<file path="config.mk">
export PLATFORM = sky130hd
export DESIGN_NAME = sipo_rx
export DESIGN_NICKNAME = d
export VERILOG_FILES = /design/src/rtl/uart_pkg.sv /design/src/rtl/rx_sync.sv /design/src/rtl/sipo_rx.sv
export SDC_FILE = /design/constraint.sdc
export NUM_CORES = 1
export LEC_CHECK = 0
export BUFFER_PORTS_ARGS = -buffer_cell sky130_fd_sc_hd__buf_2
export CAP_MARGIN = 20
export CORE_MARGIN = 3
export CORE_UTILIZATION = 50
export CTS_CLUSTER_SIZE = 25
export DETAILED_ROUTE_END_ITERATION = 10
export PLACE_DENSITY = 0.8
export REMOVE_ABC_BUFFERS = 1
export SLEW_MARGIN = 20
export SYNTH_ARGS = -nofsm -noshare
export SYNTH_HDL_FRONTEND = slang
export SYNTH_HIERARCHICAL = 1
export SYNTH_SLANG_ARGS = --single-unit
</file>
<file path="constraint.sdc">
create_clock -name baud_clk -period 2.1 [get_ports baud_clk]
set_input_delay 0.21 -clock baud_clk [delete_from_list [all_inputs] [get_ports baud_clk]]
set_output_delay 0.21 -clock baud_clk [all_outputs]
set_load 0.01 [all_outputs]
</file>
<file path="src/rtl/uart_pkg.sv">
// Shared UART definitions: parity modes and the receive state encoding.
package uart_pkg;

  localparam logic [1:0] PARITY_NONE  = 2'b00;
  localparam logic [1:0] PARITY_ODD   = 2'b01;
  localparam logic [1:0] PARITY_EVEN  = 2'b10;
  localparam logic [1:0] PARITY_NONE2 = 2'b11;

  typedef enum logic [2:0] {
    IDLE,
    START,
    DATA,
    PARITY,
    STOP,
    DONE
  } rx_state_e;

endpackage

</file>
<file path="src/rtl/rx_sync.sv">
// Multi-flop synchronizer for the serial line, idling high through reset.
module rx_sync #(
  parameter int STAGES = 2
) (
  input  logic clk,
  input  logic rst_n,
  input  logic i_d,
  output logic o_q,
  output logic o_primed
);

  logic [STAGES-1:0] r_sync;
  logic [STAGES-1:0] r_fill;

  // o_primed marks when o_q reflects the real line, not the reset value
  always_ff @(posedge clk or negedge rst_n) begin
    if (!rst_n) begin
      r_sync <= '1;
      r_fill <= '0;
    end else begin
      r_sync <= {r_sync[STAGES-2:0], i_d};
      r_fill <= {r_fill[STAGES-2:0], 1'b1};
    end
  end

  assign o_q      = r_sync[STAGES-1];
  assign o_primed = r_fill[STAGES-1];

endmodule

</file>
<file path="src/rtl/sipo_rx.sv">
// UART receive deserializer: oversampled mid-bit sampling, parity and
// stop checks, parallel payload with a one-cycle done pulse.
module sipo_rx
  import uart_pkg::*;
#(
  parameter int DATA_WIDTH  = 8,
  parameter int OVERSAMPLE  = 16,
  parameter int SYNC_STAGES = 2
) (
  input  logic                  baud_clk,
  input  logic                  reset_n,
  input  logic                  data_rx,
  input  logic [1:0]            parity_type,
  output logic [DATA_WIDTH-1:0] data_parll,
  output logic                  active_flag,
  output logic                  done_flag,
  output logic                  parity_error,
  output logic                  stop_error
);

  localparam int TW = $clog2(OVERSAMPLE);
  localparam int BW = $clog2(DATA_WIDTH + 1);
  localparam logic [TW-1:0] T_HALF = TW'(OVERSAMPLE / 2 - 1);
  localparam logic [TW-1:0] T_LAST = TW'(OVERSAMPLE - 1);
  localparam logic [BW-1:0] B_LAST = BW'(DATA_WIDTH - 1);

  logic w_rx;
  logic w_primed;

  rx_sync #(
    .STAGES(SYNC_STAGES)
  ) u_sync (
    .clk     (baud_clk),
    .rst_n   (reset_n),
    .i_d     (data_rx),
    .o_q     (w_rx),
    .o_primed(w_primed)
  );

  rx_state_e             r_state, w_state_nx;
  logic [TW-1:0]         r_tick, w_tick_nx;
  logic [BW-1:0]         r_bit, w_bit_nx;
  logic [DATA_WIDTH-1:0] r_shift, w_shift_nx;
  logic [1:0]            r_ptype, w_ptype_nx;
  logic                  r_pcalc, w_pcalc_nx;
  logic                  r_armed, w_armed_nx;
  logic [DATA_WIDTH-1:0] r_data, w_data_nx;
  logic                  r_perr, w_perr_nx;
  logic                  r_serr, w_serr_nx;
  logic                  r_done, w_done_nx;
  logic                  r_active, w_active_nx;
  logic                  w_has_par;

  assign w_has_par = (r_ptype == PARITY_ODD) ||
                     (r_ptype == PARITY_EVEN);

  always_ff @(posedge baud_clk or negedge reset_n) begin
    if (!reset_n) begin
      r_state  <= IDLE;
      r_tick   <= '0;
      r_bit    <= '0;
      r_shift  <= '0;
      r_ptype  <= PARITY_NONE;
      r_pcalc  <= 1'b0;
      r_armed  <= 1'b0;
      r_data   <= '0;
      r_perr   <= 1'b0;
      r_serr   <= 1'b0;
      r_done   <= 1'b0;
      r_active <= 1'b0;
    end else begin
      r_state  <= w_state_nx;
      r_tick   <= w_tick_nx;
      r_bit    <= w_bit_nx;
      r_shift  <= w_shift_nx;
      r_ptype  <= w_ptype_nx;
      r_pcalc  <= w_pcalc_nx;
      r_armed  <= w_armed_nx;
      r_data   <= w_data_nx;
      r_perr   <= w_perr_nx;
      r_serr   <= w_serr_nx;
      r_done   <= w_done_nx;
      r_active <= w_active_nx;
    end
  end

  always_comb begin
    w_state_nx  = r_state;
    w_tick_nx   = r_tick + TW'(1);
    w_bit_nx    = r_bit;
    w_shift_nx  = r_shift;
    w_ptype_nx  = r_ptype;
    w_pcalc_nx  = r_pcalc;
    w_armed_nx  = r_armed;
    w_data_nx   = r_data;
    w_perr_nx   = r_perr;
    w_serr_nx   = r_serr;
    w_done_nx   = 1'b0;
    w_active_nx = r_active;
    unique case (r_state)
      IDLE: begin
        w_tick_nx = '0;
        if (w_primed && w_rx) w_armed_nx = 1'b1;
        if (r_armed && !w_rx) begin
          w_state_nx  = START;
          w_active_nx = 1'b1;
        end
      end
      START: begin
        if (r_tick == T_HALF) begin
          w_tick_nx = '0;
          if (!w_rx) begin
            w_state_nx = DATA;
            w_bit_nx   = '0;
            w_ptype_nx = parity_type;
            w_pcalc_nx = 1'b0;
          end else begin
            w_state_nx  = IDLE;
            w_active_nx = 1'b0;
          end
        end
      end
      DATA: begin
        if (r_tick == T_LAST) begin
          w_tick_nx  = '0;
          w_shift_nx = {w_rx, r_shift[DATA_WIDTH-1:1]};
          w_bit_nx   = r_bit + BW'(1);
          if (r_bit == B_LAST)
            w_state_nx = w_has_par ? PARITY : STOP;
        end
      end
      PARITY: begin
        if (r_tick == T_LAST) begin
          w_tick_nx  = '0;
          w_state_nx = STOP;
          if (r_ptype == PARITY_ODD)
            w_pcalc_nx = ~(^{r_shift, w_rx});
          else
            w_pcalc_nx = ^{r_shift, w_rx};
        end
      end
      STOP: begin
        if (r_tick == T_LAST) begin
          w_tick_nx   = '0;
          w_state_nx  = DONE;
          w_data_nx   = r_shift;
          w_serr_nx   = ~w_rx;
          w_perr_nx   = r_pcalc;
          w_done_nx   = 1'b1;
          w_active_nx = 1'b0;
          w_armed_nx  = 1'b0;
        end
      end
      DONE: begin
        w_tick_nx  = '0;
        w_state_nx = IDLE;
      end
      default: begin
        w_tick_nx  = '0;
        w_state_nx = IDLE;
      end
    endcase
  end

  assign data_parll   = r_data;
  assign active_flag  = r_active;
  assign done_flag    = r_done;
  assign parity_error = r_perr;
  assign stop_error   = r_serr;

endmodule

</file>
==> impl_metrics.tcl, run 1 <==
set metrics [dict create \
    hpwl_um 2260 \
    area_growth_pct 10.6 \
    multiInputGateArea_um2 820 \
    cts_setup_buffers 0 \
    period_share 0.897 \
    start_util 0.537 \
    dp_cells 208 \
    rsz0062_at_grt "no" \
    clk_path_buf_depth 2 \
    fin_cells 217 \
    overflow 0 \
    power_leakage_nw 0.984 \
    gp_congestion 0.790 \
    fillerInstances 280 \
    holdWs_ns -0.00138 \
    fmax_mhz 531 \
    ys_seq_area_frac 0.530 \
    vias 1186 \
    dieArea_um2 4460 \
    rows 21 \
    setup_tns_ns 0 \
    crit_path_max_fanout 16 \
    cap_violations 0 \
    dr.first_iter.drc_count 61 \
    register_area_um2 978 \
    netSwitchingFraction 0.321 \
    critPathKind "register to register" \
    hold_path_class "input pin to async pin" \
    setup_viol 0 \
    start_kind "register" \
    final_hold_viol_count 1 \
    ioPinCount 17 \
    cts_buffers 5 \
    min_period_ns 1.88 \
    reg2regPathDepth 4 \
    grt_pass1_wl_um 5250 \
    power_frac_seq 0.508 \
    grt.busiest_layer "met2" \
    grt_pass1_vias 1156 \
    routed_wl_um 3200 \
    grt.met1_usage 0.186 \
    pwr-share-comb 0.250 \
    finClkSkew_ns 0.00224 \
    met2_usage 0.277 \
    async_flop_share 1.00 \
    viasPerCell 5.47 \
    clk_pin_slew_ns 0.07 \
    cts_root_buffer "clkbuf_8" \
    clock_sinks 39 \
    ant_nets 0 \
    synth.largest_area_cell "dfrtp_1" \
    die-width_um 66.8 \
    violations "hold timing" \
    synth_edf_count 0 \
    syn_inst 153 \
    htree_num_levels 2 \
    critPathCaptureType "register" \
    grt_util_all_layers 0.162 \
    ys_ff_latch 39 \
    yosysUniqueCellTypes 42 \
    peakVddDrop_uv 505 \
    clk_latency_ns 0.29 \
    crit_required_ns 2.33 \
    drc 0 \
    syn-cell-area_um2 1850 \
    grt_max_degree 40 \
    wl_per_cell_um 14.7 \
    synth_area_per_cell_um2 12.1 \
    slew_violations 0 \
    p_switching_mw 0.651 \
    met3_usage 0.0658 \
    yosys-top-cells-count "37 x dfrtp_1, 12 x o21ai_0, 10 x mux2_2, 8 x nand2_1, 8 x xnor2_1" \
    drive_above_1_share 0.269 \
    synth.area.top_cells "dfrtp_1 50%, mux2_2 6.1%, mux2_4 5.7%" \
    yosysMostFrequentCell "dfrtp_1" \
    max_slew.worst_pin.slew_ns 0.812 \
    crit_arrival_ns 2.11 \
    synth_top_flop_cell "dfrtp_1" \
    yosys_warnings 6 \
    cts_tree "yes" \
    core_um2 3440 \
    nNetsFinal 178 \
    drt_pre_antenna_iters 4 \
    portBuffers 16 \
    status "complete, but fails checks" \
    relSlewSlack 0.459 \
    power.density_nw_per_um2 992 \
    antenna_found_initial 0 \
    cts_resized 0 \
    dieHeight_um 66.8 \
    internal_power_mw 1.37 \
    p_clk_frac 0.243 \
    num_antenna_cells 0 \
    synth_top_area_share 0.501 \
]
==> worst max-delay path, stage by stage, from the launching register on <==
cell	delay, ns
dfrtp_1	0.62
nor4b_2	0.39
a21oi_1	0.16
or4_1	0.49
a21boi_1	0.15
==> power groups by stage <==
| stage | clock network (mW) | logic, mW | registers [mW] |
|---|---|---|---|
| 2_1_floorplan | 0 | 0.400 | 1.00 |
| 3_3_place_gp | 0 | 0.482 | 1.02 |
| 3_5_place_dp | 0 | 0.503 | 1.04 |
| 4_1_cts | 0.508 | 0.511 | 1.02 |
| 5_1_grt | 0.539 | 0.575 | 1.05 |
| 6_report | 0.492 | 0.505 | 1.03 |
==> through the flow <==
step / cell area (um^2) / utilization / total power, mW / setup slack (ns) / hold WS, ns
floorplan: 1810 / - / 1.40 / 0.414 / -0.0856
global placement: 1950 / 0.566 / 1.50 / 0.332 / 0.317
detailed placement: 1950 / 0.566 / 1.54 / 0.243 / 0.317
CTS: 2040 / 0.593 / 2.04 / 0.233 / 0.0295
global route: 2040 / 0.593 / 2.16 / 0.139 / 0.0762
finish: 2040 / 0.593 / 2.02 / 0.217 / -0.00138
==> cell usage in the layout, fill, tap and decap left out, types with 4 or more instances in the layout <==
cell type	netlist	layout
nand3_1	5	5
clkbuf_8	0	5
nor2_1	7	7
dfrtp_1	37	37
buf_2	3	16
mux2_4	7	7
nor2b_1	4	4
xnor2_1	8	8
mux2_2	10	10
o21ai_0	12	12
xor2_1	4	4
nand2_1	8	8
==> kinds of logic (layout without fill, tap and decap cells) <==
kind of cell,count (synthesis),in the layout,synth area share
xor gates and xnor gates,13,13,0.0691
other,1,1,0.00203
AOI/OAI and AO/OA,29,29,0.0976
adders and majority gates,3,3,0.0203
buffers and inverters,10,28,0.0264
muxes,19,19,0.130
and+or+nand+nor,39,39,0.125
DFF,39,39,0.530
==> routing by layer <==
metal  routed length, um  part of all wire  vias up
met4                  34             0.011        0
met1                1370              0.43      586
met5                   0                 0        -
met2                1620              0.51       27
met3                 173             0.054        3
li1                    -                 -      570
==> final cells by class <==
class,instances,area share
multi-input cells,104,0.401
flip-flops and latches,39,0.479
clock inverters,2,0.00613
clock buffers,6,0.0355
well taps,46,0.0282
repair buffers,17,0.0441
inverters,3,0.00551
==> sequential cells by signal, summed over array words and instances (netlist names) <==
| name | flops |
|---|---|
| r_state | 3 |
| r_tick | 4 |
| u_sync/r_sync | 2 |
| stop_error | 1 |
| parity_error | 1 |
| r_bit | 4 |
| u_sync/r_fill | 2 |
| active_flag | 1 |
| data_parll | 8 |
| r_shift | 8 |
| r_armed | 1 |
| r_ptype | 2 |
| done_flag | 1 |
| r_pcalc | 1 |
==> path summary, 6_finish.rpt <==
kind                                   from          endpoint  slack (ns)
setup reg to reg                 r_state[0]          r_bit[3]        0.22
hold / removal                      reset_n     data_parll[5]      -0.001
setup / recovery                 r_state[0]          r_bit[3]        0.22
hold reg to reg            u_sync/r_fill[0]  u_sync/r_fill[1]        0.35
max in group asynchronous           reset_n           r_pcalc        1.58
min in group baud_clk        parity_type[1]        r_ptype[1]        0.14
==> timing repair <==
action | 4_1_cts | 5_1_grt
endpoints found under the setup margin | 0 | 0
hold buffers | 1 | 0
endpoints found under the hold margin | 1 | 0
Power figures use the tool's default switching activity.
==> run 2, diff against run 1 <==
==> constraint.sdc (replaced) <==
create_clock -name baud_clk -period 1.8 [get_ports baud_clk]
set_input_delay 0.09 -clock baud_clk [delete_from_list [all_inputs] [get_ports baud_clk]]
set_output_delay 0.09 -clock baud_clk [all_outputs]
set_load 0.01 [all_outputs]
==> run 2 against run 1 <==
Compared with the run above:
- the run now ends clean
- flip-flop and latch count did not move
- total power rose by 19%
- critical path depth fell by 1
- first-iteration DRC count fell by 31%
- largest power group unchanged
- clock skew rose by 0.00052 ns
- maximum frequency rose by 9.7%
- global-route usage rose by 1.8 points
==> impl_metrics.tcl, run 2 (same netlist as run 1, synthesis figures left out) <==
set metrics [dict create \
    crit_required_ns 1.97 \
    cts_tree "yes" \
    die-width_um 66.8 \
    dieArea_um2 4460 \
    cts_setup_buffers 0 \
    clk_path_buf_depth 2 \
    finClkSkew_ns 0.00277 \
    ant_nets 0 \
    final_common_cell "dfrtp_1" \
    clock_sinks 39 \
    power_leakage_nw 1.03 \
    cap_violations 0 \
    wl_per_cell_um 14.8 \
    drive_above_1_share 0.313 \
    cp_slowest_stage_delay_ns 0.49 \
    drt_pre_antenna_iters 6 \
    period_share 0.954 \
    dieHeight_um 66.8 \
    grt_pass1_vias 1292 \
    start_kind "register" \
    critPathKind "register to register" \
    vias 1237 \
    dp_cells 216 \
    critPathSlowestCell "dfrtp_1" \
    viasPerCell 5.50 \
    grt_pass1_wl_um 5810 \
    cts_buffers 5 \
    max_slew.worst_pin.slew_ns 0.839 \
    ioPinCount 17 \
    htree_num_levels 2 \
    critPathCaptureType "register" \
    slew_violations 0 \
    nNetsFinal 187 \
    setup_viol 0 \
    cts_root_buffer "clkbuf_8" \
    fin_cells 225 \
    antenna_found_initial 0 \
    drc 0 \
    grt_util_all_layers 0.180 \
    area_growth_pct 14.7 \
    gp_congestion 0.876 \
    clk_pin_slew_ns 0.07 \
    overflow 0 \
    fmax_mhz 582 \
    status "finished, final reports clean" \
    min_period_ns 1.72 \
    rsz0062_at_grt "no" \
    core_um2 3440 \
    crit_arrival_ns 1.89 \
    clk_latency_ns 0.29 \
    dr.first_iter.drc_count 42 \
    hold_path_class "input pin to register" \
    crit_path_max_fanout 12 \
    final_hold_viol_count 0 \
    num_antenna_cells 0 \
    hpwl_um 2410 \
    grt_max_degree 40 \
    setup_tns_ns 0 \
    crit_chain "or3b_1, or2_4, mux2_1" \
    peakVddDrop_uv 653 \
    relSlewSlack 0.441 \
    portBuffers 16 \
    start_util 0.537 \
    power.density_nw_per_um2 1140 \
    rows 21 \
    final_cell_mix "37 x dfrtp_1, 16 x buf_2, 12 x o21ai_0, 10 x mux2_2" \
    routed_wl_um 3340 \
]
## run 2: changes by cell type in the layout (fill, tap and decap cells not counted)
cell	delta
and3_1	-1
and3_2	+1
buf_4	+8
clkbuf_1	-1
clkbuf_8	+1
clkinvlp_4	-1
dlygate4sd3_1	+1
nor2_1	-1
nor2_2	+1
## run 2: area by class of cell
class / instances / area, um^2
Clock buffer: 6 / 82.6
Timing Repair Buffer: 26 / 160
Tap cell: 46 / 57.6
Sequential cell: 39 / 978
Inverter: 3 / 11.3
Multi-Input combinational cell: 104 / 823
Clock inverter: 1 / 5.00
Fill cell: 268 / 1320
## run 2: timing repair
action                     CTS  global route
hold endpoints to repair    38             0
gates resized for setup      0             2
setup endpoints to repair    0             5
hold buffers                 2             0
## run 2: per-layer routing
metal | up-vias | share of wire | GRT usage
met1 | 598 | 0.44 | 0.199
li1 | 593 | - | -
met5 | - | 0 | 0
met3 | 9 | 0.048 | 0.0624
met2 | 37 | 0.48 | 0.297
met4 | 0 | 0.032 | 0.107
## run 2: metrics by stage
stage	util	area [um^2]	power, mW	worst slack [ns]	hold WS (ns)
after floorplan	-	1810	1.64	0.114	-0.206
after CTS	0.614	2110	2.45	0.0458	0.0264
after global placement	0.583	2010	1.81	0.136	0.197
after detailed placement	0.583	2010	1.85	0.0611	0.197
final	0.615	2120	2.41	0.0826	0.0382
after global routing	0.615	2120	2.58	0.00428	0.0204
## run 2: path summary, 6_finish.rpt
check,startpoint,to,slack (ns),depth (start not counted)
max in group asynchronous,reset_n,r_bit[1],0.84,2
worst max register to register,r_state[1],data_parll[5],0.08,3
worst min-delay path,parity_type[1],r_ptype[1],0.04,2
worst max-delay path,r_state[1],data_parll[5],0.08,3
worst min register to register,u_sync/r_fill[0],u_sync/r_fill[1],0.35,0
min in group asynchronous,reset_n,done_flag,0.44,2
## run 2: critical path, delay by kind of cell, from the launching register on
family	cells	cell delay [ns]
flip-flops	1	0.49
multiplexers	1	0.33
AND/OR/NAND/NOR	2	0.78
## run 2: power breakdown
part / internal (mW) / switching (mW) / leakage (nW)
clock network: 0.300 / 0.277 / 0.0470
registers: 1.02 / 0.154 / 0.500
logic: 0.349 / 0.307 / 0.485
